**src/rtl/uart_tx_arbiter_if.sv**
```systemverilog
// Byte-stream bundle between N requesters, the arbiter and the UART TX serializer.
// master: requester/serializer side; slave: the arbiter.
interface uart_tx_arbiter_if #(
  parameter int unsigned N_REQ     = 3,
  parameter int unsigned DATA_BITS = 8
);
  logic [N_REQ*DATA_BITS-1:0] req_data;
  logic [N_REQ-1:0]           req_valid;
  logic [N_REQ-1:0]           req_last;
  logic [N_REQ-1:0]           req_ready;
  logic [DATA_BITS-1:0]       tx_data;
  logic                       tx_valid;
  logic                       tx_ready;
  logic [N_REQ-1:0]           grant;
  logic                       busy;
  logic                       timeout_err;
  logic                       trunc_err;

  modport master (
    output req_data, req_valid, req_last, tx_ready,
    input  req_ready, tx_data, tx_valid, grant, busy, timeout_err, trunc_err
  );

  modport slave (
    input  req_data, req_valid, req_last, tx_ready,
    output req_ready, tx_data, tx_valid, grant, busy, timeout_err, trunc_err
  );
endinterface

```
**src/rtl/uart_tx_arbiter.sv**
```systemverilog
// Round-robin, packet-granular arbiter sharing one UART TX byte channel between N_REQ
// requesters, with stall-timeout and packet-length revocation of the grant.
module uart_tx_arbiter #(
  parameter int unsigned N_REQ         = 3,
  parameter int unsigned DATA_BITS     = 8,
  parameter int unsigned TIMEOUT_CLKS  = 50000,
  parameter int unsigned MAX_PKT_BYTES = 64
) (
  input logic              clk_50,
  input logic              reset,
  uart_tx_arbiter_if.slave arb_io
);
  localparam int unsigned IdxW   = (N_REQ > 1) ? $clog2(N_REQ) : 1;
  localparam int unsigned StallW = (TIMEOUT_CLKS > 1) ? $clog2(TIMEOUT_CLKS) : 1;
  localparam int unsigned ByteW  = (MAX_PKT_BYTES > 1) ? $clog2(MAX_PKT_BYTES) : 1;

  localparam logic [0:0] StIdle = 1'b0;
  localparam logic [0:0] StXfer = 1'b1;

  localparam logic [StallW-1:0] StallLast = StallW'(TIMEOUT_CLKS - 1);
  localparam logic [ByteW-1:0]  ByteLast  = ByteW'(MAX_PKT_BYTES - 1);
  localparam logic [IdxW-1:0]   PtrInit   = IdxW'(N_REQ - 1);

  logic [0:0]          state_q, state_d;
  logic [IdxW-1:0]     owner_q, owner_d;
  logic [IdxW-1:0]     rr_ptr_q, rr_ptr_d;
  logic [N_REQ-1:0]    grant_q, grant_d;
  logic [StallW-1:0]   stall_cnt_q, stall_cnt_d;
  logic [ByteW-1:0]    byte_cnt_q, byte_cnt_d;
  logic                timeout_q, timeout_d;
  logic                trunc_q, trunc_d;

  logic [DATA_BITS-1:0] req_bytes [N_REQ];
  logic [IdxW-1:0]      winner;
  logic [IdxW-1:0]      cand;
  logic                 any_req;
  logic                 xfer;
  logic                 owner_valid;
  logic                 owner_last;
  logic                 hs;

  always_comb begin
    for (int unsigned i = 0; i < N_REQ; i++) begin
      req_bytes[i] = arb_io.req_data[i*DATA_BITS +: DATA_BITS];
    end
  end

  // Cyclic search starting one past the last owner.
  always_comb begin
    winner  = '0;
    cand    = '0;
    any_req = 1'b0;
    for (int unsigned k = 1; k <= N_REQ; k++) begin
      cand = IdxW'((32'(rr_ptr_q) + k) % N_REQ);
      if (!any_req && arb_io.req_valid[cand]) begin
        winner  = cand;
        any_req = 1'b1;
      end
    end
  end

  assign xfer        = (state_q == StXfer);
  assign owner_valid = xfer & arb_io.req_valid[owner_q];
  assign owner_last  = arb_io.req_last[owner_q];
  assign hs          = owner_valid & arb_io.tx_ready;

  assign arb_io.grant       = grant_q;
  assign arb_io.busy        = xfer;
  assign arb_io.tx_valid    = owner_valid;
  assign arb_io.tx_data     = xfer ? req_bytes[owner_q] : '0;
  assign arb_io.req_ready   = grant_q & {N_REQ{arb_io.tx_ready}};
  assign arb_io.timeout_err = timeout_q;
  assign arb_io.trunc_err   = trunc_q;

  always_comb begin
    state_d     = state_q;
    owner_d     = owner_q;
    rr_ptr_d    = rr_ptr_q;
    grant_d     = grant_q;
    stall_cnt_d = stall_cnt_q;
    byte_cnt_d  = byte_cnt_q;
    timeout_d   = 1'b0;
    trunc_d     = 1'b0;
    case (state_q)
      StIdle: begin
        if (any_req) begin
          state_d     = StXfer;
          owner_d     = winner;
          grant_d     = N_REQ'(1) << winner;
          stall_cnt_d = '0;
          byte_cnt_d  = '0;
        end
      end
      StXfer: begin
        if (hs) begin
          stall_cnt_d = '0;
          if (owner_last || byte_cnt_q == ByteLast) begin
            // A last byte that also hits the limit ends the packet normally.
            state_d  = StIdle;
            grant_d  = '0;
            rr_ptr_d = owner_q;
            trunc_d  = ~owner_last;
          end else begin
            byte_cnt_d = byte_cnt_q + 1'b1;
          end
        end else if (!owner_valid) begin
          if (stall_cnt_q == StallLast) begin
            state_d   = StIdle;
            grant_d   = '0;
            rr_ptr_d  = owner_q;
            timeout_d = 1'b1;
          end else begin
            stall_cnt_d = stall_cnt_q + 1'b1;
          end
        end
      end
      default: begin
        state_d = StIdle;
        grant_d = '0;
      end
    endcase
  end

  always_ff @(posedge clk_50 or negedge reset) begin
    if (!reset) begin
      state_q     <= StIdle;
      owner_q     <= '0;
      rr_ptr_q    <= PtrInit;
      grant_q     <= '0;
      stall_cnt_q <= '0;
      byte_cnt_q  <= '0;
      timeout_q   <= 1'b0;
      trunc_q     <= 1'b0;
    end else begin
      state_q     <= state_d;
      owner_q     <= owner_d;
      rr_ptr_q    <= rr_ptr_d;
      grant_q     <= grant_d;
      stall_cnt_q <= stall_cnt_d;
      byte_cnt_q  <= byte_cnt_d;
      timeout_q   <= timeout_d;
      trunc_q     <= trunc_d;
    end
  end
endmodule

```
**src/flat_wrapper.sv**
```systemverilog
// flat-port wrapper written by rule: the top's interface ports become plain ports
module uart_tx_arbiter_flat 
#(
  parameter int unsigned N_REQ         = 3,
  parameter int unsigned DATA_BITS     = 8,
  parameter int unsigned TIMEOUT_CLKS  = 50000,
  parameter int unsigned MAX_PKT_BYTES = 64
)
  (clk_50, reset, arb_io_req_data, arb_io_req_valid, arb_io_req_last, arb_io_tx_ready, arb_io_req_ready, arb_io_tx_data, arb_io_tx_valid, arb_io_grant, arb_io_busy, arb_io_timeout_err, arb_io_trunc_err);
  uart_tx_arbiter_if #(.N_REQ(N_REQ), .DATA_BITS(DATA_BITS)) arb_io_i ();
  input logic clk_50;
  input logic reset;
  input wire logic [$bits(arb_io_i.req_data)-1:0] arb_io_req_data;
  input wire logic [$bits(arb_io_i.req_valid)-1:0] arb_io_req_valid;
  input wire logic [$bits(arb_io_i.req_last)-1:0] arb_io_req_last;
  input wire logic [$bits(arb_io_i.tx_ready)-1:0] arb_io_tx_ready;
  output wire logic [$bits(arb_io_i.req_ready)-1:0] arb_io_req_ready;
  output wire logic [$bits(arb_io_i.tx_data)-1:0] arb_io_tx_data;
  output wire logic [$bits(arb_io_i.tx_valid)-1:0] arb_io_tx_valid;
  output wire logic [$bits(arb_io_i.grant)-1:0] arb_io_grant;
  output wire logic [$bits(arb_io_i.busy)-1:0] arb_io_busy;
  output wire logic [$bits(arb_io_i.timeout_err)-1:0] arb_io_timeout_err;
  output wire logic [$bits(arb_io_i.trunc_err)-1:0] arb_io_trunc_err;
  assign arb_io_i.req_data = arb_io_req_data;
  assign arb_io_i.req_valid = arb_io_req_valid;
  assign arb_io_i.req_last = arb_io_req_last;
  assign arb_io_i.tx_ready = arb_io_tx_ready;
  assign arb_io_req_ready = arb_io_i.req_ready;
  assign arb_io_tx_data = arb_io_i.tx_data;
  assign arb_io_tx_valid = arb_io_i.tx_valid;
  assign arb_io_grant = arb_io_i.grant;
  assign arb_io_busy = arb_io_i.busy;
  assign arb_io_timeout_err = arb_io_i.timeout_err;
  assign arb_io_trunc_err = arb_io_i.trunc_err;
  uart_tx_arbiter #(.N_REQ(N_REQ), .DATA_BITS(DATA_BITS), .TIMEOUT_CLKS(TIMEOUT_CLKS), .MAX_PKT_BYTES(MAX_PKT_BYTES)) u_core (.clk_50(clk_50), .reset(reset), .arb_io(arb_io_i));
endmodule
```
**config.mk**
```make
export PLATFORM = sky130hd
export DESIGN_NAME = uart_tx_arbiter_flat
export DESIGN_NICKNAME = d
export VERILOG_FILES = /design/src/rtl/uart_tx_arbiter_if.sv /design/src/rtl/uart_tx_arbiter.sv /design/src/flat_wrapper.sv
export SDC_FILE = /design/constraint.sdc
export NUM_CORES = 1
export LEC_CHECK = 0
export CAP_MARGIN = 30
export CORE_ASPECT_RATIO = 0.9
export CORE_MARGIN = 2
export CORE_UTILIZATION = 45
export DETAILED_ROUTE_END_ITERATION = 16
export MAX_ROUTING_LAYER = met4
export PLACE_DENSITY = 0.73
export SETUP_SLACK_MARGIN = 0.3
export SLEW_MARGIN = 0
export SYNTH_ARGS = -nofsm -noshare
export SYNTH_HDL_FRONTEND = slang
export SYNTH_SLANG_ARGS = --single-unit
```
**constraint.sdc**
```tcl
create_clock -name clk_50 -period 4.1 [get_ports clk_50]
set_input_delay 0.82 -clock clk_50 [delete_from_list [all_inputs] [get_ports clk_50]]
set_output_delay 0.82 -clock clk_50 [all_outputs]
set_load 0.05 [all_outputs]
```
# After elaboration in Yosys (flattened, before gate mapping)

Cells that the tools add are included.

Add/sub/neg operators: 5
Div/mod/pow operators: 3
$lt $le $gt $ge: 5
Equal/unequal tests: 11
Shift operators: 1
Multiplexer cells: 52
Bitwise gates (word level): 6
Reductions and logical operators: 11

Operators by type and width:

| operator              | count |
|---|---|
| $mod 32x2->32 const B | 3 |
| $mux 16               | 4 |
| $pmux 16 s2           | 1 |
| $mux 8                | 3 |
| $mux 1                | 20 |
| $mux 6                | 3 |
| $add 16x1->16 const B | 1 |
| $bmux 8 s2            | 1 |
| $eq 16x16->1 const B  | 1 |
| $mux 3                | 5 |
| $mux 2                | 7 |
| $lt 2x3->1 const B    | 4 |
| $ne 3x3->1 const B    | 4 |
| $pmux 6 s2            | 1 |
| $bmux 1 s2            | 5 |
| $ne 2x2->1 const B    | 4 |
| $reduce_and 4->1      | 2 |
| $add 2x2->3 const B   | 2 |
| $add 6x1->6 const B   | 1 |
| $eq 6x6->1 const B    | 1 |
| $pmux 3 s2            | 1 |
| $reduce_and 3->1      | 2 |
| $add 2x1->3 const B   | 1 |
| $and 3x3->3           | 1 |
| other kinds (12)      | 16 |

Register bits after elaboration: 32
Output and inout port bits: 18
Logic and storage cells: 102

# Longest topological paths before layout

Gate-level depths: netlist of run 1.

Depth after elaboration: 14
Depth in mapped cells: 9

# Worst setup path before layout of run 1

No wires, ideal clock.

Kind: reg2out
Start: register u_core.state_q (netlist: u_core.arb_io.busy)
End: output port arb_io_tx_valid
Arrival: 1851 ps
Slack: 1429 ps
Cell stages (with the launch flop): 4
Path buffers: 1
Path through: dfrtp_1 inv_1 clkbuf_1 nor2_1

Word-level cells in the longest chain between the ends: 1

RTL lines:

| element                | line                   | RTL |
|---|---|---|
| from (decl)            | uart_tx_arbiter.sv:24  | `logic [0:0] state_q, state_d;` |
| from (signal assigned) | uart_tx_arbiter.sv:126 | `state_q <= StIdle;` |
| from (signal assigned) | uart_tx_arbiter.sv:135 | `state_q <= state_d;` |
| $and 1x1->1            | uart_tx_arbiter.sv:63  | `assign owner_valid = xfer & arb_io.req_valid[owner_q];` |
| to (decl)              | flat_wrapper.sv:19     | `output wire logic [$bits(arb_io_i.tx_valid)-1:0] arb_io_tx_valid;` |

Every way passes these cells.

# Worst setup path after layout of run 1

Start: input port arb_io_req_valid[2]
End: output port arb_io_tx_valid

Word-level cells in the longest chain between the ends: 3

RTL lines:

| element                      | line                  | RTL |
|---|---|---|
| from (decl)                  | flat_wrapper.sv:14    | `input wire logic [$bits(arb_io_i.req_valid)-1:0] arb_io_req_valid;` |
| $bmux 1 s2                   | uart_tx_arbiter.sv:63 |  |
| $mux 1 (not written as such) | uart_tx_arbiter.sv:63 |  |
| $and 1x1->1                  | uart_tx_arbiter.sv:63 |  |

Every way passes these cells. The select of a mux whose other input is x is not followed.

==> flow_metrics.tcl, run 1 <==
set metrics [dict create \
    outcome "finished, final reports clean" \
    max_freq_ghz 0.2710 \
    cts_buffer_depth 2 \
    routed_wl_mm 5.297 \
    io_pins 51 \
    postRouteAntennaNets 0 \
    relSlewSlack_pct 39.74 \
    gp_congestion 0.8830 \
    cp_slowest_stage_delay_ns 0.83 \
    final_core_util_pct 58.88 \
    crit_path_end_kind "primary output" \
    cp.arrival_ns 2.87 \
    yosysMostFrequentCell "nor2_1" \
    synth_edf_count 0 \
    power.leakage_uw 0.001149 \
    die_area_um2 5441 \
    coreArea_um2 4775 \
    antenna_found_initial 0 \
    rows 24 \
    yosys.area.top_type "dfrtp_1" \
    hold_class "reg2reg" \
    hpwl_mm 4.095 \
    cpMostUsedCell "clkdlybuf4s50_1" \
    synth_nets 286 \
    cp_max_fo 6 \
    fillerInstances 414 \
    synth.avg_cell_area_um2 8.865 \
    die_w_um 77.53 \
    drv_slew 0 \
    area_growth_pct 28.40 \
    clock_latency_ns 0.28 \
    cts_buffers 5 \
    num_antenna_cells 0 \
    cts_tree "done" \
    path_cells "clkdlybuf4s50_1, mux2i_4, a2bb2oi_4, nor2_1, clkdlybuf4s50_1" \
    grt_pass1_wl_mm 9.259 \
    die_y_um 70.18 \
    route.detailed.drc 0 \
    fin_tns_setup_ns 0 \
    synthDistinctLibCells 52 \
    clkTransAtPathRegs_ns 0.06 \
    period_minus_slack_ns 3.690 \
    cts_resized 0 \
    ir_worst_vdd_mv 0.3369 \
    grt-ovfl-total 0 \
    grt_max_degree 22 \
    max_cap_violations 0 \
    slowest_stage "clkdlybuf4s50_1" \
    layout-drive-gt1-share_pct 7.407 \
    synthArstFlopShare_pct 100.0 \
    synth_ff_type "dfrtp_1" \
    port_buffers 50 \
    synth_seq_cells 32 \
    start_util_pct 45.86 \
    instances_no_fill 362 \
    finClkSkew_ns 0.003215 \
    post_cts_buffers 0 \
    wl_per_cell_um 14.63 \
    yosysWarnings 0 \
    timing.final.setup_violations 0 \
    yosys-top-cells-count "39 x nor2_1, 31 x dfrtp_1, 18 x a21oi_1" \
    vias_per_cell 5.550 \
    place_inst 355 \
    cts_root_buf "clkbuf_8" \
    path_class "in2out" \
    required_ns 3.28 \
    htreeDepth 2 \
    cts.sinks 32 \
    holdWs_ns 0.5055 \
    postSynthCellCount 247 \
    rsz0062_at_grt "false" \
    power_density_nw_per_um2 631.9 \
    drtIter0Drc 201 \
    synth_top_area_share_pct 35.43 \
    grt_pass1_vias 1871 \
    ys_seq_area_share_pct 36.63 \
    dr.pass1.iters 4 \
    startpoint_type "input port" \
    finalHoldViolations 0 \
    netlist_area_um2 2190 \
    period_share_pct 89.99 \
    fin_nets 336 \
    synth_area_leaders "dfrtp_1 35%, nor2_1 6.7%, mux2i_1 5.9%" \
    track_usage_pct 21.88 \
    dr_total_vias 2009 \
    max_slew.worst_pin.slew_ns 0.9010 \
    ctsHoldBuffers 0 \
]
==> power by group <==
group / total, uW / internal, uW / switching (uW)
Clock: 223 / 115 / 107
Combinational: 1100 / 402 / 703
Sequential: 450 / 373 / 76.9
==> cell families (layout without fill, tap and decap cells) <==
logic type,count (synthesis),after routing,synth area share (%)
AND/OR/NAND/NOR,101,101,23.77
AO/OA/AOI/OAI,60,60,20.00
XOR/XNOR,8,8,3.200
flip-flops,32,32,36.63
multiplexers,16,16,8.000
adder cells (fa/ha/maj),6,6,3.428
buffers and inverters,24,74,4.971
==> critical path, delay by kind of cell <==
kind                   cells  cell delay (ns)
and+or+nand+nor            1             0.16
AOI/OAI and AO/OA          1             0.20
muxes                      1             0.16
buffers and inverters      2             1.52
==> layer usage <==
layer	vias up	global-route usage, %	share of wire (%)
met5	-	-	0
met1	945	31.53	48
li1	994	-	-
met3	5	3.488	5.8
met2	65	32.17	46
met4	0	5.952	0.68
==> layout by cell type, fill, tap and decap left out, types with 4 or more instances in the layout <==
cell type and instances:
clkbuf_8 5, o21ai_0 10, a31oi_1 5, clkdlybuf4s50_1 50, mux2i_1 13, nand4_1 8, a21o_1 5, xnor2_1 8
inv_1 15, a21oi_1 18, and2_1 4, nor2_1 39, or3_1 5, nand2_1 15, nand3_1 8, dfrtp_1 31
nor4_1 8, ha_1 6
==> metrics by stage <==
stage / instance area (um2) / total power (uW) / setup slack [ns]
CTS: 2811 / 1789 / 0.4245
finish: 2811 / 1777 / 0.4105
global route: 2811 / 1912 / 0.3499
global placement: 2734 / 1538 / 0.4671
detailed placement: 2734 / 1558 / 0.4295
floorplan: 2190 / 1263 / 1.429
==> path summary, 6_finish.rpt <==
kind                                           to                   start  slack [ns]  depth (start not counted)
hold / removal             u_core.arb_io.grant[1]  u_core.arb_io.grant[1]        0.51                          1
min in group asynchronous   u_core.stall_cnt_q[1]                   reset        1.05                          1
setup / recovery                  arb_io_tx_valid     arb_io_req_valid[2]        0.41                          5
setup reg to reg             u_core.byte_cnt_q[3]       u_core.owner_q[1]        1.34                          5
hold reg to reg            u_core.arb_io.grant[1]  u_core.arb_io.grant[1]        0.51                          1
max in group asynchronous    u_core.byte_cnt_q[3]                   reset        2.35                          2
==> layout make-up <==
type / count / area (um2) / share of cell area, %
Sequential cell: 32 / 802.0 / 28.53
Inverter: 15 / 56.30 / 2.003
Clock inverter: 1 / 5.005 / 0.1780
Multi-Input combinational cell: 191 / 1279 / 45.48
Tap cell: 65 / 81.33 / 2.893
Timing Repair Buffer: 52 / 515.5 / 18.34
Clock buffer: 6 / 72.57 / 2.581
==> state kept, by name, indices dropped and copies added, names as in the netlist <==
name	flops
u_core.rr_ptr_q	2
u_core.arb_io.timeout_err	1
u_core.stall_cnt_q	16
u_core.arb_io.grant	3
u_core.byte_cnt_q	6
u_core.arb_io.busy	1
u_core.owner_q	2
u_core.arb_io.trunc_err	1
Power figures use the tool's default switching activity.
==> inputs of run 2 (changes only) <==
--- a/config.mk
+++ b/config.mk
@@ -10,6 +10,7 @@
 export CORE_MARGIN = 2
 export CORE_UTILIZATION = 45
 export DETAILED_ROUTE_END_ITERATION = 16
+export GPL_ROUTABILITY_DRIVEN = 0
 export MAX_ROUTING_LAYER = met4
 export PLACE_DENSITY = 0.73
 export SETUP_SLACK_MARGIN = 0.3
==> results of run 2 <==
Same layout as run 1: the final DEF is identical, and so are final timing and power.
==> inputs of run 3 (changes only) <==
--- a/config.mk
+++ b/config.mk
@@ -13,7 +13,7 @@
 export GPL_ROUTABILITY_DRIVEN = 0
 export MAX_ROUTING_LAYER = met4
 export PLACE_DENSITY = 0.73
-export SETUP_SLACK_MARGIN = 0.3
+export SETUP_SLACK_MARGIN = 0.2
 export SLEW_MARGIN = 0
 export SYNTH_ARGS = -nofsm -noshare
 export SYNTH_HDL_FRONTEND = slang
==> results of run 3 <==
Same layout as run 1: the final DEF is identical, and so are final timing and power.
